**src/rtl/tank_pkg.sv**
```systemverilog
// rtl/tank_pkg.sv - shared types and helpers for the tile-grid tank mover
package tank_pkg;

  typedef enum logic [1:0] {
    DIR_UP    = 2'd0,
    DIR_RIGHT = 2'd1,
    DIR_DOWN  = 2'd2,
    DIR_LEFT  = 2'd3
  } dir_t;

  typedef enum logic [1:0] {
    ST_IDLE   = 2'd0,
    ST_LOOKUP = 2'd1,
    ST_CHECK  = 2'd2,
    ST_MOVE   = 2'd3
  } state_t;

  localparam logic [1:0] TILE_EMPTY = 2'd0;

  function automatic int tile_index(input int row, input int col, input int map_w);
    return row * map_w + col;
  endfunction

  function automatic logic signed [1:0] dir_dx(input dir_t d);
    case (d)
      DIR_RIGHT: return 2'sb01;
      DIR_LEFT:  return 2'sb11;
      default:   return 2'sb00;
    endcase
  endfunction

  function automatic logic signed [1:0] dir_dy(input dir_t d);
    case (d)
      DIR_DOWN: return 2'sb01;
      DIR_UP:   return 2'sb11;
      default:  return 2'sb00;
    endcase
  endfunction

endpackage

```
**src/rtl/tank_mover.sv**
```systemverilog
// rtl/tank_mover.sv - per-player tank movement controller on a tile grid
module tank_mover
  import tank_pkg::*;
#(
  parameter int          TILE_SHIFT = 5,
  parameter int          MAP_W      = 20,
  parameter int          MAP_H      = 15,
  parameter int          STEP       = 4,
  parameter int          START_COL  = 1,
  parameter int          START_ROW  = 13,
  parameter logic [7:0]  KEY_UP     = 8'h1A,
  parameter logic [7:0]  KEY_DOWN   = 8'h16,
  parameter logic [7:0]  KEY_LEFT   = 8'h04,
  parameter logic [7:0]  KEY_RIGHT  = 8'h07,
  parameter int          AW         = $clog2(MAP_W * MAP_H)
) (
  input  logic          frame_clk,
  input  logic          Reset,
  input  logic [7:0]    keycode,
  output logic          map_rd_en,
  output logic [AW-1:0] map_rd_addr,
  input  logic [1:0]    map_rd_data,
  output logic [9:0]    tank_x,
  output logic [9:0]    tank_y,
  output logic [1:0]    facing,
  output logic          moving
);

  localparam logic signed [10:0] MAP_W_S = 11'(MAP_W);
  localparam logic signed [10:0] MAP_H_S = 11'(MAP_H);
  localparam logic [9:0]         STEP_V  = 10'(STEP);
  localparam logic [9:0]         X0      = 10'(START_COL << TILE_SHIFT);
  localparam logic [9:0]         Y0      = 10'(START_ROW << TILE_SHIFT);

  state_t                r_state, w_state_next;
  dir_t                  r_facing, w_dir;
  logic [9:0]            r_col, r_row, r_tcol, r_trow;
  logic [9:0]            r_x, r_y, r_tx, r_ty;
  logic                  r_rd_en;
  logic [AW-1:0]         r_rd_addr;
  logic                  w_key_hit, w_in_range, w_arrive;
  logic signed [1:0]     w_dx2, w_dy2;
  logic signed [10:0]    w_tcol, w_trow;
  logic [AW-1:0]         w_addr;
  logic [9:0]            w_nx, w_ny;

  // Key decode and signed target tile so that -1 and MAP_W/MAP_H are both caught
  always_comb begin
    w_key_hit = 1'b1;
    w_dir     = DIR_UP;
    case (keycode)
      KEY_UP:    w_dir = DIR_UP;
      KEY_RIGHT: w_dir = DIR_RIGHT;
      KEY_DOWN:  w_dir = DIR_DOWN;
      KEY_LEFT:  w_dir = DIR_LEFT;
      default:   w_key_hit = 1'b0;
    endcase
    w_dx2      = dir_dx(w_dir);
    w_dy2      = dir_dy(w_dir);
    w_tcol     = $signed({1'b0, r_col}) + $signed({{9{w_dx2[1]}}, w_dx2});
    w_trow     = $signed({1'b0, r_row}) + $signed({{9{w_dy2[1]}}, w_dy2});
    w_in_range = !w_tcol[10] && (w_tcol < MAP_W_S) && !w_trow[10] && (w_trow < MAP_H_S);
    w_addr     = AW'(tile_index(int'(w_trow), int'(w_tcol), MAP_W));
  end

  always_comb begin
    w_nx = r_x;
    w_ny = r_y;
    case (r_facing)
      DIR_RIGHT: w_nx = r_x + STEP_V;
      DIR_LEFT:  w_nx = r_x - STEP_V;
      DIR_DOWN:  w_ny = r_y + STEP_V;
      default:   w_ny = r_y - STEP_V;
    endcase
    w_arrive = (w_nx == r_tx) && (w_ny == r_ty);
  end

  always_ff @(posedge frame_clk or posedge Reset) begin
    if (Reset) r_state <= ST_IDLE;
    else       r_state <= w_state_next;
  end

  always_comb begin
    w_state_next = r_state;
    case (r_state)
      ST_IDLE:   if (w_key_hit && w_in_range) w_state_next = ST_LOOKUP;
      ST_LOOKUP: w_state_next = ST_CHECK;
      ST_CHECK:  w_state_next = (map_rd_data == TILE_EMPTY) ? ST_MOVE : ST_IDLE;
      default:   if (w_arrive) w_state_next = ST_IDLE;
    endcase
  end

  always_comb begin
    moving      = (r_state == ST_MOVE);
    map_rd_en   = r_rd_en;
    map_rd_addr = r_rd_addr;
    tank_x      = r_x;
    tank_y      = r_y;
    facing      = r_facing;
  end

  always_ff @(posedge frame_clk or posedge Reset) begin
    if (Reset) begin
      r_facing  <= DIR_UP;
      r_col     <= 10'(START_COL);
      r_row     <= 10'(START_ROW);
      r_tcol    <= 10'(START_COL);
      r_trow    <= 10'(START_ROW);
      r_x       <= X0;
      r_y       <= Y0;
      r_tx      <= X0;
      r_ty      <= Y0;
      r_rd_en   <= 1'b0;
      r_rd_addr <= '0;
    end else begin
      r_rd_en <= 1'b0;
      case (r_state)
        ST_IDLE: begin
          if (w_key_hit) begin
            r_facing <= w_dir;
            if (w_in_range) begin
              r_rd_en   <= 1'b1;
              r_rd_addr <= w_addr;
              r_tcol    <= w_tcol[9:0];
              r_trow    <= w_trow[9:0];
            end
          end
        end
        ST_CHECK: begin
          if (map_rd_data == TILE_EMPTY) begin
            r_tx <= 10'(r_tcol << TILE_SHIFT);
            r_ty <= 10'(r_trow << TILE_SHIFT);
          end
        end
        ST_MOVE: begin
          r_x <= w_nx;
          r_y <= w_ny;
          if (w_arrive) begin
            r_col <= r_tcol;
            r_row <= r_trow;
          end
        end
        default: ;
      endcase
    end
  end

endmodule

```
**config.mk**
```make
export PLATFORM = sky130hd
export DESIGN_NAME = tank_mover
export DESIGN_NICKNAME = d
export VERILOG_FILES = /design/src/rtl/tank_pkg.sv /design/src/rtl/tank_mover.sv
export SDC_FILE = /design/constraint.sdc
export NUM_CORES = 1
export LEC_CHECK = 0
export CAP_MARGIN = 20
export CORE_ASPECT_RATIO = 1.25
export CORE_MARGIN = 2
export CORE_UTILIZATION = 64
export DETAILED_ROUTE_END_ITERATION = 12
export PLACE_DENSITY = 0.87
export REMOVE_ABC_BUFFERS = 1
export SLEW_MARGIN = 5
export SYNTH_ARGS = -nofsm -noshare
export SYNTH_HDL_FRONTEND = slang
export SYNTH_SLANG_ARGS = --single-unit
```
**constraint.sdc**
```tcl
create_clock -name frame_clk -period 10.9 [get_ports frame_clk]
set_input_delay 1.09 -clock frame_clk [delete_from_list [all_inputs] [get_ports frame_clk]]
set_output_delay 1.09 -clock frame_clk [all_outputs]
set_load 0.005 [all_outputs]
```
# Word level (Yosys, flattened, before mapping)
# Index checks and enable logic that the tools add are counted.
# W data, S select, Z words.
totals:
  ff_bits: 84
  latch_bits: 0
  ramBits: 0
  mem_bits_ro: 0
  in_bits: 12
  output_inout_bits: 33
  elab_cells: 69
  memories: 0
op_classes:
  addsub: 7
  n_mul: 1
  div_mod_pow: 0
  order_cmp: 2
  eq_ne: 16
  shift: 0
  mux: 13
  bitwise_logic: 0
  reduce_logical: 18
op_table:
  columns: ["operator", "n"]
  rows:
  - ["$pmux W10 S2", 2]
  - ["$add A11 B2 Y11", 2]
  - ["$add A10 B3 Y10 const B", 2]
  - ["$eq A10 B10 Y1", 2]
  - ["$sub A10 B3 Y10 const B", 2]
  - ["$eq A8 B3 Y1 const B", 2]
  - ["$eq A8 B5 Y1 const B", 2]
  - ["$eq A2 B2 Y1 const B", 6]
  - ["$pmux W2 S3", 2]
  - ["$lt A11 B5 Y1 const B", 1]
  - ["$lt A11 B6 Y1 const B", 1]
  - ["$mul A11 B4 Y7 const B", 1]
  - ["$add A9 B9 Y9", 1]
  - ["$pmux W2 S2", 2]
  - ["$reduce_and A2 Y1", 4]
  - ["$eq A2 B1 Y1 const B", 3]
  - ["$logic_not A2 Y1", 3]
  - ["$mux W2", 3]
  - ["$logic_and A1 B1 Y1", 5]
  - ["$mux W1", 4]
  - ["$reduce_bool A4 Y1", 1]
  - ["$reduce_or A4 Y1", 1]
  - ["$reduce_and A3 Y1", 1]
  - ["$logic_not A1 Y1", 2]
  - ["2 further kinds", 2]

# Longest topological paths before layout
# Gate-level depths: netlist of run 1.
logic_depth:
  ltp_word: 12
  ltp_mapped: 19

# Worst setup path after synthesis of run 1
# No wires, ideal clock.
synth_path:
  kind: "in2reg"
  startpoint: "in keycode[7]"
  endpoint: "reg r_rd_addr[8], in the netlist map_rd_addr[8]"
  arrival_ps: 4805
  t_required_ps: 10775
  slack_ps: 5970
  cell_stages: 19
  n_path_buf: 0
  cell_sequence: "nor3_1 nand2b_1 nor3_1 inv_1 ha_1 fa_1 a21o_1 a21oi_1 xnor2_1 ha_1 inv_1 fa_1 inv_1 ha_1 a21o_1 a21oi_1 xnor2_1 xnor2_1 mux2_2"
synth_via:
  elab_cells_between_ends: 25
  cone_classes: "3 x add/sub; 1 x mul; 2 x order compare; 7 x eq/ne; 4 x mux; 8 x reduce/logical"
synth_rtl:
  columns: ["element", "line", "source"]
  rows:
  - ["from (decl)", "tank_mover.sv:19", "input logic [7:0] keycode,"]
  - ["$eq A8 B3 Y1 / $eq A8 B5 Y1 (equally long branches)", "tank_mover.sv:51", "case (keycode)"]
  - ["$pmux W2 S3 *", "tank_mover.sv:51", null]
  - ["$eq A2 B2 Y1 / $logic_not A2 Y1 (equally long branches)", "tank_pkg.sv:33", "case (d)"]
  - ["$pmux W2 S2 *", "tank_pkg.sv:33", null]
  - ["$add A11 B2 Y11 *", "tank_mover.sv:61", "w_trow = $signed({1'b0, r_row}) + $signed({{9{w_dy2[1]}}, w_dy2});"]
  - ["via w_trow[4]", "tank_mover.sv:43", "logic signed [10:0] w_tcol, w_trow;"]
  - ["parallel branches: the longest is 3 deep, another holds $mul A11 B4 Y7", null, null]
  - ["to (signal assigned)", "tank_mover.sv:123", "r_rd_addr <= w_addr;"]
  - ["to (decl)", "tank_mover.sv:40", "logic [AW-1:0] r_rd_addr;"]
# Mark *: on every way through the listed nets, which the timed path passes.
# A chain may end at the register's enable or synchronous reset.

# Worst setup path after layout of run 1
layout_path:
  startpoint: "in keycode[7]"
  endpoint: "reg r_trow[1]"
layout_via:
  elab_chain_cells: 10
  elab_cells_between_ends: 23
  cone_classes: "2 x add/sub; 2 x order compare; 7 x eq/ne; 4 x mux; 8 x reduce/logical"
layout_rtl:
  columns: ["element", "line", "source"]
  rows:
  - ["$eq A8 B3 Y1 / $eq A8 B5 Y1 (equally long branches)", "tank_mover.sv:51", null]
  - ["$pmux W2 S3", "tank_mover.sv:51", null]
  - ["$eq A2 B2 Y1 / $eq A2 B1 Y1 (equally long branches)", "tank_pkg.sv:25", "case (d)"]
  - ["$pmux W2 S2", "tank_pkg.sv:25", null]
  - ["$add A11 B2 Y11", "tank_mover.sv:60", "w_tcol = $signed({1'b0, r_col}) + $signed({{9{w_dx2[1]}}, w_dx2});"]
  - ["$lt A11 B6 Y1 / $logic_not A1 Y1 (equally long branches)", "tank_mover.sv:62", "w_in_range = !w_tcol[10] && (w_tcol < MAP_W_S) && !w_trow[10] && (w_trow < MAP_H_S);"]
  - ["$logic_and A1 B1 Y1 (3 in a row)", "tank_mover.sv:62", null]
  - ["$reduce_and A3 Y1 (no source line)", null, null]
  - ["to (signal assigned)", "tank_mover.sv:108", "r_trow <= 10'(START_ROW);"]
  - ["to (signal assigned)", "tank_mover.sv:125", "r_trow <= w_trow[9:0];"]
  - ["to (decl)", "tank_mover.sv:37", "logic [9:0] r_col, r_row, r_tcol, r_trow;"]
# Several ways; a longest one is shown, not always the timed one.

==> results of run 1 <==
cells in the mapped netlist (all sizes together) (8+ instances only):
master / instances / area, um^2
nor2: 25 / 93.84
a21oi: 31 / 155.2
a21o: 14 / 105.1
mux2: 47 / 529.3
ha: 45 / 563.0
inv: 34 / 127.6
a211oi: 9 / 67.56
o21ai: 32 / 160.2
xor2: 15 / 131.4
xnor2: 26 / 227.7
nand2: 25 / 93.84
nand2b: 10 / 62.56
clkbuf: 8 / 30.03
dfrtp: 63 / 1577
buf: 13 / 87.58
nor2b: 20 / 125.1
dfstp: 16 / 420.4
cell type report:
class,count,area share [%]
sequential,79,32.20
clock inverter,5,0.5246
inverter,35,2.139
timing repair buffer,45,7.062
tap,97,1.957
multi-input combinational,421,53.67
clock buffer,11,2.441
metal layers:
| metal | share of wire (%) | global-route usage [%] | wire length, um | up-vias |
|---|---|---|---|---|
| met2 | 52 | 48.64 | 6280 | 149 |
| met4 | 3.4 | 12.86 | 415 | 0 |
| met5 | 0 | 0 | 0 | - |
| li1 | - | - | - | 2078 |
| met3 | 4.5 | 4.580 | 549 | 38 |
| met1 | 40 | 32.37 | 4915 | 2140 |
kinds of logic (layout without fill, tap and decap cells):
group,count (synthesis),in the layout
other cells,1,4
flops,79,79
xor+xnor,41,41
mux,51,51
simple gates,130,130
fa+ha+maj,51,51
buf+inv,56,96
compound gates,144,144
power groups by stage:
stage / sequential, mW / combinational [mW] / clock, mW
after global placement: 0.308 / 0.0745 / 0
after floorplan: 0.308 / 0.0537 / 0
after detailed placement: 0.309 / 0.0774 / 0
after global routing: 0.304 / 0.0873 / 0.223
final: 0.303 / 0.0789 / 0.205
after CTS: 0.303 / 0.0785 / 0.209
critical path, cell delays in order:
cell and delay (ps):
sky130_fd_sc_hd__clkdlybuf4s50_1 400, sky130_fd_sc_hd__nor3_1 270, sky130_fd_sc_hd__nand2b_1 130, sky130_fd_sc_hd__nor3_1 340, sky130_fd_sc_hd__inv_1 110, sky130_fd_sc_hd__ha_1 250
sky130_fd_sc_hd__fa_1 410, sky130_fd_sc_hd__a21o_1 210, sky130_fd_sc_hd__a221oi_2 240, sky130_fd_sc_hd__xnor2_1 130, sky130_fd_sc_hd__a2111o_1 380, sky130_fd_sc_hd__or3_1 350
sky130_fd_sc_hd__a2111o_1 400, sky130_fd_sc_hd__nor4_4 610, sky130_fd_sc_hd__buf_4 370, sky130_fd_sc_hd__mux2_2 370
registers in the layout, summed over array words and instances (netlist names):
name and cells:
r_col 10, r_row 10, r_tcol 10, r_trow 10
map_rd_addr 8, tank_x 8, tank_y 8, r_tx 5
r_ty 5, facing 2, r_state 2, map_rd_en 1
worst paths after layout:
kind / from / endpoint / slack (ps) / cells past startpoint
max in group asynchronous: Reset / tank_x[2] / 8920 / 3
min: r_trow[3] / r_ty[8] / 500 / 2
min reg2reg: r_trow[3] / r_ty[8] / 500 / 2
max: keycode[7] / r_trow[1] / 5070 / 16
min in group asynchronous: Reset / r_trow[5] / 1350 / 3
max reg2reg: facing[0] / r_row[6] / 6490 / 12
through the flow:
step,power [mW],hold slack [ps],std cells
after floorplan,0.3619,458.4,535
after global placement,0.3829,475.0,677
after detailed placement,0.3862,483.6,677
after CTS,0.5908,502.6,693
after global routing,0.6144,519.9,693
final,0.5871,496.0,693
==> impl_metrics.sql, run 1 <==
INSERT INTO impl_metrics (metric_group, metric, value, unit) VALUES
('run_status', 'status', 'finished clean', ''),
('power_and_ir_drop', 'internal-power', '0.4293', 'mW'),
('place', 'detailedPlacementHpwl', '8769', 'um'),
('synthesis', 'unique_cell_type_count_in_the_yosys_netlist', '63', ''),
('finish', 'layout.filler_cells', '555', ''),
('global_routing', 'grt_start_max_net_pins', '80', ''),
('setup_path', 'worst-setup-path-type', 'in2reg', ''),
('finish', 'antennaDiodeCount', '0', ''),
('place', 'gp_congestion', '0.9833', ''),
('sta', 'setup_repair_after_global_routing_missed_its_margin', 'no', ''),
('finish', 'most_common_library_cell_in_the_layout_ignoring_fill_and_taps', 'sky130_fd_sc_hd__dfrtp_1', ''),
('setup_path', 'arrival', '6070', 'ps'),
('synthesis', 'compound_gate_fraction_of_synth_area', '17.43', '%'),
('sta', 'final_critical_path_setup_slack', '5067', 'ps'),
('floorplanning', 'core_area', '8333', 'um^2'),
('sta', 'finalClockSkew', '16.53', 'ps'),
('finish', 'combined_area_of_the_multi_input_logic_cells', '3328', 'um^2'),
('power_and_ir_drop', 'max-vdd-ir-drop', '80.33', 'uV'),
('sta', 'maxClockFrequency', '171.4', 'MHz'),
('synthesis', 'synthAdderAreaFrac', '12.33', '%'),
('synthesis', 'synth_seq_cells', '79', ''),
('sta', 'slew_headroom', '34.98', '%'),
('synthesis', 'yosys.area_share.xor_xnor', '6.480', '%'),
('synthesis', 'synth-edff-count', '0', ''),
('clocking', 'clock_latency', '360', 'ps'),
('route', 'drt-wirelength-per-cell', '17.55', 'um'),
('sta', 'final-setup-viol-count', '0', ''),
('floorplanning', 'die_height', '108.0', 'um'),
('place', 'port_buffers', '40', ''),
('place', 'detailedPlace.worstSlack', '4711', 'ps'),
('finish', 'ff_latch_area', '1997', 'um^2'),
('route', 'detail_route.vias_per_cell', '6.356', ''),
('clocking', 'cts_setup_buffers', '0', ''),
('route', 'detail_route.wirelength', '12160', 'um'),
('power_and_ir_drop', 'power_switching', '0.1578', 'mW'),
('sta', 'setup_total_negative_slack', '0', 'ps'),
('floorplanning', 'die_width', '87.23', 'um'),
('synthesis', 'synthSimpleGateAreaFrac', '12.89', '%'),
('synthesis', 'synth_flop_cell', 'sky130_fd_sc_hd__dfrtp_1', ''),
('setup_path', 'endpoint_kind', 'flop', ''),
('clocking', 'tritoncts', 'done', ''),
('finish', 'most-common-layout-cells', 'sky130_fd_sc_hd__dfrtp_1, sky130_fd_sc_hd__mux2_2, sky130_fd_sc_hd__ha_1', ''),
('route', 'drt_pre_antenna_iters', '5', ''),
('floorplanning', 'placement_rows', '37', ''),
('clocking', 'number_of_buffers_created_by_cts', '9', ''),
('sta', 'period_share', '53.52', '%'),
('setup_path', 'cp_max_fo', '18', ''),
('power_and_ir_drop', 'clock_power_share', '34.9', '%'),
('floorplanning', 'initial_standard_cell_utilization_of_the_core', '66.50', '%'),
('power_and_ir_drop', 'switching_share', '26.87', '%'),
('setup_path', 'required', '11140', 'ps'),
('setup_path', 'worst_setup_path_start_kind', 'primary input', ''),
('clocking', 'clock_sink_count', '79', ''),
('synthesis', 'synthArstFlopShare', '100.0', '%'),
('global_routing', 'antenna_found_initial', '0', ''),
('sta', 'worstMarginPinSlew', '975.3', 'ps'),
('global_routing', 'via_count_of_the_first_global_routing_pass', '4385', ''),
('power_and_ir_drop', 'powerDensity', '94.68', 'nW/um^2'),
('global_routing', 'grt_usage', '27.56', '%'),
('clocking', 'cts_resized', '0', ''),
('clocking', 'cts_hold_repair.buffers', '0', ''),
('clocking', 'cts.reportedPaths.clkPinSlew', '80', 'ps'),
('synthesis', 'syn-cell-area', '5542', 'um^2'),
('clocking', 'ctsHtreeMaxLevel', '3', ''),
('global_routing', 'grt_pass1_wl', '20490', 'um'),
('finish', 'fin_area', '6201', 'um^2'),
('synthesis', 'largest_family_of_logic_cells_by_synthesized_area', 'compound AO/OA/AOI/OAI gates', ''),
('place', 'postPlaceCellArea', '6017', 'um^2'),
('synthesis', 'postSynthCellCount', '553', ''),
('finish', 'final_net_count', '654', ''),
('power_and_ir_drop', 'power.sequential.fraction', '51.7', '%');
(Power assumes the default switching activity.)
==> inputs of run 2 (changes only) <==
- CORE_UTILIZATION: 64 -> 59
- PLACE_DENSITY: 0.87 -> 0.81
- clock period: 10.9 -> 5.7 ns (I/O delays scaled with it)
==> run 2 against run 1 <==
Effect of this change:
- clock power increased to 3.2 times the previous value
- register-to-register slack got worse by 5300 ps
- via count decreased by 1.2%
- first-iteration DRC count increased by 7.4%
==> impl_metrics.sql, run 2 (synthesis results as in run 1) <==
INSERT INTO impl_metrics (metric_group, metric, value, unit) VALUES
('setup_path', 'worst_setup_path_start_kind', 'primary input', ''),
('place', 'port_buffers', '40', ''),
('floorplanning', 'core_area', '9125', 'um^2'),
('place', 'detailedPlacementHpwl', '8815', 'um'),
('sta', 'setup_total_negative_slack', '0', 'ps'),
('route', 'routed.top_layer', 'met4', ''),
('global_routing', 'grt_start_max_net_pins', '80', ''),
('global_routing', 'via_count_of_the_first_global_routing_pass', '4346', ''),
('global_routing', 'grt_usage', '24.87', '%'),
('place', 'detailedPlace.worstSlack', '465.0', 'ps'),
('clocking', 'number_of_buffers_created_by_cts', '9', ''),
('setup_path', 'cp_max_fo', '18', ''),
('finish', 'most-common-layout-cells', 'sky130_fd_sc_hd__dfrtp_1, sky130_fd_sc_hd__mux2_2, sky130_fd_sc_hd__ha_1', ''),
('clocking', 'clock_sink_count', '79', ''),
('route', 'drt-initial-drc-count', '218', ''),
('finish', 'post_route_cells_drive_above_1_share', '16.39', '%'),
('sta', 'slew_headroom', '58.12', '%'),
('clocking', 'clock_path_buffers', '2', ''),
('sta', 'final-setup-viol-count', '0', ''),
('route', 'drt_pre_antenna_iters', '4', ''),
('clocking', 'clock_latency', '330', 'ps'),
('run_status', 'status', 'finished clean', ''),
('route', 'drt-wirelength-per-cell', '16.94', 'um'),
('sta', 'period_share', '86.80', '%'),
('route', 'wl_met3', '423', 'um'),
('sta', 'setup_repair_after_global_routing_missed_its_margin', 'no', ''),
('clocking', 'cts-root-buf', 'sky130_fd_sc_hd__clkbuf_16', ''),
('setup_path', 'arrival', '5160', 'ps'),
('setup_path', 'required', '5920', 'ps'),
('global_routing', 'grt_remaining_overflow', '0', ''),
('power_and_ir_drop', 'leakage', '2.930', 'nW'),
('setup_path', 'worst-setup-path-type', 'in2reg', ''),
('finish', 'antennaDiodeCount', '0', ''),
('power_and_ir_drop', 'max-vdd-ir-drop', '231.3', 'uV'),
('route', 'drc_errors', '0', ''),
('sta', 'final_max_slew_viol_count', '0', ''),
('hold_path', 'min-delay-path-class', 'reg2reg', ''),
('sta', 'period_minus_slack', '4948', 'ps'),
('clocking', 'tritoncts', 'done', ''),
('setup_path', 'endpoint_kind', 'flop', ''),
('floorplanning', 'initial_standard_cell_utilization_of_the_core', '60.73', '%'),
('clocking', 'cts.reportedPaths.clkPinSlew', '60', 'ps'),
('route', 'ant_nets', '0', ''),
('clocking', 'cts_setup_buffers', '0', ''),
('floorplanning', 'placement_rows', '39', ''),
('route', 'detail_route.wirelength', '12220', 'um'),
('floorplanning', 'die-area', '10190', 'um^2'),
('sta', 'finalClockSkew', '6.392', 'ps'),
('route', 'wl_met2', '6298', 'um'),
('power_and_ir_drop', 'powerDensity', '216.3', 'nW/um^2'),
('clocking', 'ctsHtreeMaxLevel', '3', ''),
('floorplanning', 'boundaryPins', '45', ''),
('global_routing', 'antenna_found_initial', '0', ''),
('route', 'detail_route.vias_per_cell', '6.037', ''),
('flow_run', 'max-cap-violations', '0', ''),
('route', 'routed-via-count', '4353', ''),
('clocking', 'cts_resized', '0', ''),
('clocking', 'cts_hold_repair.buffers', '0', ''),
('finish', 'utilization', '70.38', '%'),
('floorplanning', 'die_width', '90.69', 'um'),
('sta', 'final_critical_path_setup_slack', '752.2', 'ps'),
('sta', 'worstMarginPinSlew', '612.3', 'ps'),
('finish', 'synth_to_final_area_change', '15.90', '%'),
('floorplanning', 'die_height', '112.4', 'um'),
('sta', 'timing.final.hold_violations', '0', ''),
('place', 'gp_congestion', '0.9426', ''),
('route', 'drt-met1-wl', '5111', 'um'),
('sta', 'maxClockFrequency', '202.1', 'MHz'),
('finish', 'final_net_count', '656', ''),
('global_routing', 'grt_pass1_wl', '20440', 'um'),
('finish', 'most_common_library_cell_in_the_layout_ignoring_fill_and_taps', 'sky130_fd_sc_hd__dfrtp_1', ''),
('finish', 'layout.filler_cells', '698', '');
run 2: routing by layer:
| metal | vias up | global-route usage, % |
|---|---|---|
| met5 | - | 0 |
| met4 | 0 | 11.38 |
| met3 | 30 | 4.094 |
| met2 | 117 | 44.33 |
| met1 | 2124 | 29.30 |
| li1 | 2082 | - |
run 2: path summary, 6_finish.rpt:
path | startpoint | end | slack (ps) | cells after the start
worst max-delay path | keycode[6] | r_tcol[3] | 750 | 16
worst min-delay path | r_trow[3] | r_ty[8] | 500 | 2
worst max register to register | facing[0] | r_row[4] | 1220 | 12
worst min register to register | r_trow[3] | r_ty[8] | 500 | 2
max in group asynchronous | Reset | tank_x[5] | 4520 | 4
min in group asynchronous | Reset | r_trow[9] | 560 | 3
run 2: stage by stage:
stage | area, um^2 | hold WS, ps | cells | total power [mW]
2_1_floorplan | 5435 | 458.4 | 535 | 0.6920
3_3_place_gp | 6057 | 475.5 | 704 | 0.7329
3_5_place_dp | 6057 | 479.7 | 704 | 0.7412
4_1_cts | 6395 | 499.9 | 720 | 1.399
5_1_grt | 6422 | 512.8 | 721 | 1.443
6_report | 6422 | 495.2 | 721 | 1.389
run 2: area by class of cell:
cell class	count	area, um^2	share of cell area [%]
multi-input cells	421	3328	51.82
flip-flops and latches	79	1997	31.09
repair buffers	47	473.0	7.364
clock buffers	10	229.0	3.565
well taps	123	153.9	2.396
inverters	35	132.6	2.065
clock inverters	6	108.9	1.695
run 2: worst max-delay path, stage by stage:
cell and delay [ps]:
sky130_fd_sc_hd__clkdlybuf4s50_1 410, sky130_fd_sc_hd__nor3_1 240, sky130_fd_sc_hd__nand2b_1 130, sky130_fd_sc_hd__nor3_1 340, sky130_fd_sc_hd__inv_1 120, sky130_fd_sc_hd__ha_1 260, sky130_fd_sc_hd__fa_1 400, sky130_fd_sc_hd__a21o_1 210
sky130_fd_sc_hd__a221oi_2 240, sky130_fd_sc_hd__xnor2_1 130, sky130_fd_sc_hd__a2111o_1 380, sky130_fd_sc_hd__or3_1 350, sky130_fd_sc_hd__a2111o_1 410, sky130_fd_sc_hd__nor4_4 290, sky130_fd_sc_hd__buf_4 310, sky130_fd_sc_hd__mux2_2 370
run 2: report_power, final:
part | total (mW) | switching, mW | internal, mW | leakage (nW)
registers | 0.581 | 0.00833 | 0.572 | 1.03
clock network | 0.652 | 0.225 | 0.427 | 0.166
logic | 0.156 | 0.0852 | 0.0711 | 1.73
total | 1.39 | 0.318 | 1.07 | 2.93
